--- src/rtl/ddr_avalon_arb_pkg.sv ---
// Shared DDR arbiter definitions: bus widths, FSM encoding, read-tag layout.
package ddr_avalon_arb_pkg;

    localparam int ADDR_W  = 17;
    localparam int DATA_W  = 64;
    localparam int BURST_W = 3;
    localparam int BE_W    = DATA_W / 8;
    localparam int MID_W   = 1;

    typedef enum logic [1:0] {
        ST_IDLE = 2'd0,
        ST_RD   = 2'd1,
        ST_WR   = 2'd2
    } arb_state_t;

    // One outstanding read command: who asked for it and how many beats come back.
    typedef struct packed {
        logic [MID_W-1:0]   mid;
        logic [BURST_W-1:0] beats;
    } rd_tag_t;

    // A burst length of zero still moves one beat.
    function automatic logic [BURST_W-1:0] beat_count(input logic [BURST_W-1:0] burst);
        return (burst == '0) ? BURST_W'(1) : burst;
    endfunction

endpackage

--- src/rtl/ddr_arb_tag_fifo.sv ---
// Show-ahead FIFO of outstanding read tags; a push into a full FIFO is taken
// only when the head is popped in the same cycle.
module ddr_arb_tag_fifo
    import ddr_avalon_arb_pkg::*;
#(
    parameter int DEPTH = 4
) (
    input  logic    clk,
    input  logic    rst_n,
    input  logic    push,
    input  rd_tag_t push_tag,
    input  logic    pop,
    output rd_tag_t head_tag,
    output logic    full,
    output logic    empty
);

    localparam int PTR_W = $clog2(DEPTH);

    rd_tag_t          mem [DEPTH];
    logic [PTR_W:0]   wr_ptr;
    logic [PTR_W:0]   rd_ptr;
    logic             push_ok;
    logic             pop_ok;

    assign empty    = (wr_ptr == rd_ptr);
    assign full     = (wr_ptr[PTR_W] != rd_ptr[PTR_W]) &&
                      (wr_ptr[PTR_W-1:0] == rd_ptr[PTR_W-1:0]);
    assign pop_ok   = pop && !empty;
    assign push_ok  = push && (!full || pop_ok);
    assign head_tag = mem[rd_ptr[PTR_W-1:0]];

    // Tag storage; contents need no reset because the pointers define validity.
    always_ff @(posedge clk) begin
        if (push_ok) begin
            mem[wr_ptr[PTR_W-1:0]] <= push_tag;
        end
    end

    // Read/write pointers with one wrap bit to tell full from empty.
    always_ff @(posedge clk or negedge rst_n) begin
        if (!rst_n) begin
            wr_ptr <= '0;
            rd_ptr <= '0;
        end else begin
            if (push_ok) begin
                wr_ptr <= wr_ptr + 1'b1;
            end
            if (pop_ok) begin
                rd_ptr <= rd_ptr + 1'b1;
            end
        end
    end

endmodule

--- src/rtl/ddr_avalon_arb.sv ---
// Two-master Avalon-MM burst arbiter onto one DDR slave port. Commands are
// granted round-robin; read responses are steered back using an in-order tag FIFO.
module ddr_avalon_arb
    import ddr_avalon_arb_pkg::*;
#(
    parameter int RD_TAGS = 4
) (
    input  logic               clk,
    input  logic               i_nrst,
    input  logic [ADDR_W-1:0]  i_m0_targetAddr,
    input  logic [BURST_W-1:0] i_m0_burstLength,
    input  logic               i_m0_writeEnableMem,
    input  logic               i_m0_readEnableMem,
    input  logic [DATA_W-1:0]  i_m0_dataMem,
    input  logic [BE_W-1:0]    i_m0_byteEnableMem,
    output logic               o_m0_busyMem,
    output logic               o_m0_dataValidMem,
    output logic [DATA_W-1:0]  o_m0_dataMem,
    input  logic [ADDR_W-1:0]  i_m1_targetAddr,
    input  logic [BURST_W-1:0] i_m1_burstLength,
    input  logic               i_m1_writeEnableMem,
    input  logic               i_m1_readEnableMem,
    input  logic [DATA_W-1:0]  i_m1_dataMem,
    input  logic [BE_W-1:0]    i_m1_byteEnableMem,
    output logic               o_m1_busyMem,
    output logic               o_m1_dataValidMem,
    output logic [DATA_W-1:0]  o_m1_dataMem,
    output logic [ADDR_W-1:0]  o_targetAddr,
    output logic [BURST_W-1:0] o_burstLength,
    input  logic               i_busyMem,
    output logic               o_writeEnableMem,
    output logic               o_readEnableMem,
    output logic [DATA_W-1:0]  o_dataMem,
    output logic [BE_W-1:0]    o_byteEnableMem,
    input  logic               i_dataValidMem,
    input  logic [DATA_W-1:0]  i_dataMem
);

    arb_state_t         state_q, state_d;
    logic               gnt_id_q, gnt_id_d;
    logic               rr_ptr_q, rr_ptr_d;
    logic [BURST_W-1:0] wr_left_q, wr_left_d, wr_next;
    logic [BURST_W-1:0] rd_left_q, rd_left_d, head_left;
    logic               rd_err_sticky;

    logic [ADDR_W-1:0]  sel_addr;
    logic [BURST_W-1:0] sel_burst;
    logic               sel_we;
    logic               sel_re;
    logic [DATA_W-1:0]  sel_data;
    logic [BE_W-1:0]    sel_be;

    logic               granted;
    logic               port_ready;
    logic               wr_accept;
    logic               rd_accept;
    logic               req0, req1;
    logic               win_id, win_we;
    logic               rd_beat;

    logic               tag_push, tag_pop, tag_full, tag_empty;
    rd_tag_t            push_tag, head_tag;

    ddr_arb_tag_fifo #(
        .DEPTH (RD_TAGS)
    ) u_tag_fifo (
        .clk      (clk),
        .rst_n    (i_nrst),
        .push     (tag_push),
        .push_tag (push_tag),
        .pop      (tag_pop),
        .head_tag (head_tag),
        .full     (tag_full),
        .empty    (tag_empty)
    );

    // Select the granted master's command fields.
    always_comb begin
        sel_addr  = i_m0_targetAddr;
        sel_burst = i_m0_burstLength;
        sel_we    = i_m0_writeEnableMem;
        sel_re    = i_m0_readEnableMem;
        sel_data  = i_m0_dataMem;
        sel_be    = i_m0_byteEnableMem;
        if (gnt_id_q) begin
            sel_addr  = i_m1_targetAddr;
            sel_burst = i_m1_burstLength;
            sel_we    = i_m1_writeEnableMem;
            sel_re    = i_m1_readEnableMem;
            sel_data  = i_m1_dataMem;
            sel_be    = i_m1_byteEnableMem;
        end
    end

    // Slave port is driven only while a grant is held; otherwise everything is 0.
    assign granted          = (state_q != ST_IDLE);
    assign o_targetAddr     = granted ? sel_addr : '0;
    assign o_burstLength    = granted ? beat_count(sel_burst) : '0;
    assign o_dataMem        = granted ? sel_data : '0;
    assign o_byteEnableMem  = granted ? sel_be : '0;
    assign o_writeEnableMem = (state_q == ST_WR) && sel_we;
    assign o_readEnableMem  = (state_q == ST_RD) && sel_re && !tag_full;

    // A full tag FIFO holds the read master off just like a slave wait request.
    assign port_ready   = granted && !i_busyMem && !((state_q == ST_RD) && tag_full);
    assign o_m0_busyMem = !(port_ready && !gnt_id_q);
    assign o_m1_busyMem = !(port_ready && gnt_id_q);

    assign wr_accept = o_writeEnableMem && !i_busyMem;
    assign rd_accept = o_readEnableMem && !i_busyMem;

    assign req0   = i_m0_readEnableMem || i_m0_writeEnableMem;
    assign req1   = i_m1readEnableMem_or_write();
    assign win_id = (req0 && req1) ? rr_ptr_q : req1;
    assign win_we = win_id ? i_m1_writeEnableMem : i_m0_writeEnableMem;

    function automatic logic i_m1readEnableMem_or_write();
        return i_m1_readEnableMem || i_m1_writeEnableMem;
    endfunction

    // Next-state logic: arbitrate in IDLE, issue one read command or a whole write burst.
    always_comb begin
        state_d        = state_q;
        gnt_id_d       = gnt_id_q;
        rr_ptr_d       = rr_ptr_q;
        wr_left_d      = wr_left_q;
        wr_next        = '0;
        tag_push       = 1'b0;
        push_tag.mid   = gnt_id_q;
        push_tag.beats = beat_count(sel_burst);
        unique case (state_q)
            ST_IDLE: begin
                if (req0 || req1) begin
                    gnt_id_d = win_id;
                    rr_ptr_d = ~win_id;
                    state_d  = win_we ? ST_WR : ST_RD;
                end
            end
            ST_RD: begin
                if (rd_accept) begin
                    tag_push = 1'b1;
                    state_d  = ST_IDLE;
                end else if (!sel_re) begin
                    state_d = ST_IDLE;
                end
            end
            ST_WR: begin
                if (wr_accept) begin
                    // wr_left_q == 0 marks the first beat of the burst.
                    if (wr_left_q == '0) begin
                        wr_next = beat_count(sel_burst) - 1'b1;
                    end else begin
                        wr_next = wr_left_q - 1'b1;
                    end
                    wr_left_d = wr_next;
                    if (wr_next == '0) begin
                        state_d = ST_IDLE;
                    end
                end
            end
            default: state_d = ST_IDLE;
        endcase
    end

    // Read return: steer each beat to the head tag's master and count down its beats.
    always_comb begin
        rd_beat   = i_dataValidMem && !tag_empty;
        head_left = (rd_left_q == '0) ? beat_count(head_tag.beats) : rd_left_q;
        tag_pop   = rd_beat && (head_left == BURST_W'(1));
        rd_left_d = rd_left_q;
        if (rd_beat) begin
            rd_left_d = tag_pop ? '0 : head_left - 1'b1;
        end
    end

    assign o_m0_dataValidMem = rd_beat && (head_tag.mid == 1'b0);
    assign o_m1_dataValidMem = rd_beat && (head_tag.mid == 1'b1);
    assign o_m0_dataMem      = i_nrst ? i_dataMem : '0;
    assign o_m1_dataMem      = i_nrst ? i_dataMem : '0;

    // Control state registers.
    always_ff @(posedge clk or negedge i_nrst) begin
        if (!i_nrst) begin
            state_q   <= ST_IDLE;
            gnt_id_q  <= 1'b0;
            rr_ptr_q  <= 1'b0;
            wr_left_q <= '0;
            rd_left_q <= '0;
        end else begin
            state_q   <= state_d;
            gnt_id_q  <= gnt_id_d;
            rr_ptr_q  <= rr_ptr_d;
            wr_left_q <= wr_left_d;
            rd_left_q <= rd_left_d;
        end
    end

    // Sticky flag for read data that arrived with no outstanding command.
    always_ff @(posedge clk or negedge i_nrst) begin
        if (!i_nrst) begin
            rd_err_sticky <= 1'b0;
        end else if (i_dataValidMem && tag_empty) begin
            rd_err_sticky <= 1'b1;
        end
    end

endmodule

--- config.mk ---
export PLATFORM = sky130hd
export DESIGN_NAME = ddr_avalon_arb
export DESIGN_NICKNAME = d
export VERILOG_FILES = /design/src/rtl/ddr_avalon_arb_pkg.sv /design/src/rtl/ddr_arb_tag_fifo.sv /design/src/rtl/ddr_avalon_arb.sv
export SDC_FILE = /design/constraint.sdc
export NUM_CORES = 1
export LEC_CHECK = 0
export CAP_MARGIN = 40
export CELL_PAD_IN_SITES_DETAIL_PLACEMENT = 0
export CELL_PAD_IN_SITES_GLOBAL_PLACEMENT = 1
export CORE_AREA = 2 2 188 190
export DETAILED_ROUTE_END_ITERATION = 12
export DIE_AREA = 0 0 190 192
export PLACE_DENSITY_LB_ADDON = 0.1
export SLEW_MARGIN = 20
export SYNTH_ARGS = -nofsm -noshare
export SYNTH_HDL_FRONTEND = slang
export SYNTH_HIERARCHICAL = 1
export SYNTH_SLANG_ARGS = --single-unit
--- constraint.sdc ---
create_clock -name clk -period 2.6 [get_ports clk]
set_input_delay 0.26 -clock clk [delete_from_list [all_inputs] [get_ports clk]]
set_output_delay 0.26 -clock clk [all_outputs]
set_load 0.03 [all_outputs]
== After elaboration in Yosys (flattened, before gate mapping) ==
Memories as Yosys holds them, arrays and structs flattened.
Index checks and enable logic that the tools add are counted.
Word-level totals
  register bits after elaboration: 16
  latch bits: 0
  bits in writable memories: 16
  bits in read-only memories: 0
  bits of input ports: 256
  output and inout port bits: 226
  logic and storage cells: 95
  memories kept: 1
Memories
  u_tag_fifo.mem: words 4, bits a word 4, rd ports 1, clocked after Yosys merged registers in 0, wr ports 1, RTL line ddr_arb_tag_fifo.sv:20  | rd_tag_t mem [DEPTH];
Operators by class
  add/subtract/negate cells: 5
  $mul: 0
  div/mod/pow operators: 0
  order comparisons: 0
  equality and inequality tests: 10
  shift operators: 0
  muxes and demuxes: 31
  bitwise logic cells: 2
  reductions and logical operators: 39
Operators with widths (number)
  two-way mux 64 bit: 3
  two-way mux 17 bit: 2
  two-way mux 3 bit: 9
  logical AND 1 bit: 18
  two-way mux 8 bit: 2
  zero test 3 bit: 5
  two-way mux 2 bit: 6
  subtractor 3 x 1 -> 3 bit (second input constant): 3
  two-way mux 1 bit: 8
  zero test 1 bit: 7
  adder 3 x 1 -> 3 bit (second input constant): 2
  one-hot mux 2 bit (3 select lines): 1
  logical OR 1 bit: 4
  inequality test 2 bit (second input constant): 2
  AND reduction 2 bit: 2
  AND reduction 4 bit: 1
  equality test 3 x 1 -> 1 bit (second input constant): 1
  equality test 3 bit: 1
  inequality test 3 bit (second input constant): 1
  equality test 2 x 1 -> 1 bit (second input constant): 1
  equality test 2 bit: 1
  equality test 2 bit (second input constant): 1
  zero test 2 bit: 1
  inequality test 2 x 1 -> 1 bit (second input constant): 1
  other kinds (3): 4

== Longest topological paths before layout ==
  word-level depth: 11
  depth in mapped cells: 11
  gate-level depth less buffers: 9

== Hierarchy ==
Netlist, hierarchy kept.
By module, submodules not included
  ddr_avalon_arb: times used 1, cells each 422, area an instance 3016.6 um2, sequential area each 250.2 um2
  ddr_arb_tag_fifo: times used 1, cells each 68, area an instance 1024.7 um2, sequential area each 630.6 um2

== Worst setup path before layout ==
No wires, ideal clock.
  kind: flip-flop to flip-flop
  start point: register u_tag_fifo.rd_ptr[0]
  end point: memory u_tag_fifo/mem[0][0] in the netlist's numbering, enable pin
  library setup time: 258 ps
  data arrival time: 2518 ps
  data required time: 2342 ps
  slack: -176 ps
  stages on the path, launching flop included: 10
  buffers on the path: 2
  clock period less this slack: 2776 ps
  cell sequence: dfrtp_1 -> buf_2 -> mux4_2 -> nor2_1 -> o31ai_1 -> ha_1 -> and3_1 -> clkbuf_1 -> or4_1 -> and3_1
RTL lines
  from (decl): RTL line ddr_arb_tag_fifo.sv:22  | logic [PTR_W:0] rd_ptr;
  from (signal assigned): RTL line ddr_arb_tag_fifo.sv:50  | rd_ptr <= rd_ptr + 1'b1;
  to (decl): RTL line ddr_arb_tag_fifo.sv:20

==> impl_metrics.ini <==
[worst_setup_path]
setup.worst_path.class = reg2reg
crit_fanout = 4
start_kind = flip-flop
end_kind = flip-flop
arrival_ns = 2.46
cp.required_ns = 2.58

[logic_synthesis]
synth_edf_count = 16
synth.net_count = 755
synth_top_flop_cell = edfxtp_1
synth-seq-area-share_pct = 21.8
synth.distinct_cells = 40
yosysTopAreaCellShare_pct = 22.8
async_flop_share_pct = 50.0
avgSynthCellArea_sq_um = 8.25
synthTopCellsByArea = mux2i_1 23%, buf_4 12%, edfxtp_1 12%, and2_1 10%, dfrtp_1 9.9%
synthMostInstantiatedCell = nor2_1
yosysTopAreaCell = mux2i_1
synth-seq-cells = 32
syn_inst = 490
synthTopCellsByCount = 105 x nor2_1, 92 x mux2i_1, 67 x and2_1
syn_area_sq_um = 4040
yosysWarnings = 6

[cts]
post_cts_buffers = 0
cts-htree-levels = 2
cts_tree = done
cts_buffer_depth = 2
clk_pin_slew_ns = 0.05
clock-sinks = 32
cts_root_buf = clkbuf_16
clock_latency_ns = 0.27
cts_buffers = 5

[floorplanning]
ios = 482
die-area_sq_um = 36500
initial_core_util_pct = 11.8
die_h_um = 192
rows = 68
coreArea_sq_um = 34300
die_w_um = 190

[global_routing]
grt_pass1_vias = 4959
grt_max_degree = 81
antenna_found_initial = 2
grt_pass1_wl_mm = 31.1
grt-ovfl-total = 0
grt_usage_pct = 11.5

[placement]
dp_cells = 1357
place_ws_ns = 0.00533
io_buffers = 481
place_hpwl_mm = 20.4
gp_congestion = 0.719

[route]
finalWirelength_mm = 23.0
antenna_left = 0
drtIter0Drc = 117
via_per_inst = 3.57
dr.pass1.iters = 4
num_vias = 4880
drc = 0
wire_per_inst_um = 16.8

[job]
max-cap-violations = 0

[pwr]
power_frac_seq_pct = 10.2
combPwrFrac_pct = 82.4
ir_drop_uv = 506
cell_internal_pwr_mw = 4.30
cellPowerDensity_nw_per_um2 = 932
p_clk_share_pct = 7.5
p_sw_share_pct = 50.5
p_leak_nw = 3.78
p_switching_mw = 4.39

[sta]
relSlewSlack_pct = 60.3
drv_slew = 0
period_share_pct = 95.3
hold_viol_final = 0
fmax_mhz = 403
finClkSkew_ns = 0.00505
finalWorstSetupSlack_ns = 0.121
timing.hold.ws_ns = 0.494
setup_viol = 0
period_minus_slack_ns = 2.48
setup_tns_ns = 0
tightest_slew_ns = 0.592

[min_path]
min_path_type = in2async

[outcome]
status = finished clean

[cells_and_area]
instances_no_fill = 1368
syn_to_final_growth_pct = 131
nNetsFinal = 1175
fin_util_pct = 27.2
layout-drive-gt1-share_pct = 8.23
==> per-stage QoR <==
step                      total power [mW]  cell area [sq um]
after floorplan                       4.93               4090
after global placement                8.24               9120
after CTS                             8.86               9290
after detailed placement              8.16               9120
final                                 8.70               9330
after global routing                  9.23               9330
==> final timing paths <==
kind | slack, ns | cells past startpoint | from | end
hold / removal | 0.49 | 3 | i_nrst | state_q[0]
setup reg to reg | 0.12 | 8 | u_tag_fifo/rd_ptr[0] | u_tag_fifo/mem[0][0]
max in group asynchronous | 1.83 | 3 | i_nrst | u_tag_fifo/rd_ptr[0]
hold reg to reg | 0.55 | 1 | rr_ptr_q | rr_ptr_q
min in group clk | 0.55 | 1 | rr_ptr_q | rr_ptr_q
setup / recovery | 0.12 | 8 | u_tag_fifo/rd_ptr[0] | u_tag_fifo/mem[0][0]
==> layout by cell type (no fill, tap or decap), drive strengths merged, types with 2 or more instances in the layout <==
cell type | Yosys | final
nor3b | 2 | 2
nor2 | 105 | 105
diode | 0 | 2
and2 | 67 | 67
o21bai | 3 | 3
o41ai | 3 | 3
and3 | 4 | 4
xnor2 | 3 | 3
o31ai | 4 | 4
inv | 10 | 10
xor2 | 3 | 3
clkbuf | 10 | 6
buf | 85 | 35
or3 | 2 | 2
a21oi | 6 | 6
nor2b | 3 | 3
nand2b | 2 | 2
nor3 | 2 | 2
nand2 | 12 | 12
mux4 | 4 | 4
edfxtp | 16 | 16
dfrtp | 16 | 16
mux2 | 8 | 8
or4 | 2 | 2
clkdlybuf4s50 | 0 | 471
o21ai | 4 | 4
ha | 9 | 9
o21a | 3 | 3
a31oi | 2 | 2
mux2i | 92 | 92
==> critical path: stages (launching register included) <==
cell,delay (ns)
dfrtp_2,0.42
mux4_2,0.54
nor2_2,0.13
nor2_2,0.05
o31ai_2,0.26
ha_2,0.24
and3_4,0.21
or4_4,0.13
and3_4,0.22
==> routing by layer <==
metal | share of wire (%) | global-route usage (%) | vias up
met5 | 0.10 | 0 | -
met4 | 0.34 | 1.16 | 4
met3 | 12 | 5.12 | 8
met2 | 57 | 24.3 | 271
met1 | 31 | 9.97 | 2173
li1 | - | - | 2424
==> state kept, by name, indices dropped and copies added, names as in the netlist <==
signal and flops:
u_tag_fifo/mem 16, u_tag_fifo/wr_ptr 3, u_tag_fifo/rd_ptr 3, rr_ptr_q 1
rd_left_q 3, state_q 2, wr_left_q 3, gnt_id_q 1
==> what timing repair did <==
item / CTS / global route
gates resized for setup: 2 / 9
pin swaps: 0 / 6
setup endpoints to repair: 14 / 20
hold buffers: 1 / 0
endpoints found under the hold margin: 11 / 0
==> power by group through the flow <==
stage                     Clock, mW  Combinational, mW  Sequential [mW]
after floorplan                   0               4.14            0.785
after global placement            0               7.34            0.897
after CTS                     0.675               7.30            0.889
final                         0.648               7.16            0.885
after detailed placement          0               7.27            0.893
after global routing          0.694               7.62            0.918
==> final cells by class <==
class	instances	area (sq um)
Inverter	10	37.5
Tap cell	455	569
Clock inverter	2	35.0
Sequential cell	32	886
Antenna cell	2	5.00
Multi-Input combinational cell	353	2560
Clock buffer	6	129
Timing Repair Buffer	508	5110
Fill cell	3668	25000
==> cell families after synthesis <==
group / count (synthesis) / share of synthesized area (%)
AO/OA/AOI/OAI: 31 / 5.51
XOR/XNOR: 6 / 1.30
adder cells (fa/ha/maj): 9 / 2.79
buffers and inverters: 105 / 16.5
flip-flops: 32 / 21.8
multiplexers: 104 / 27.4
AND/OR/NAND/NOR: 203 / 24.7
No activity file was read; power rests on OpenSTA's default activity.
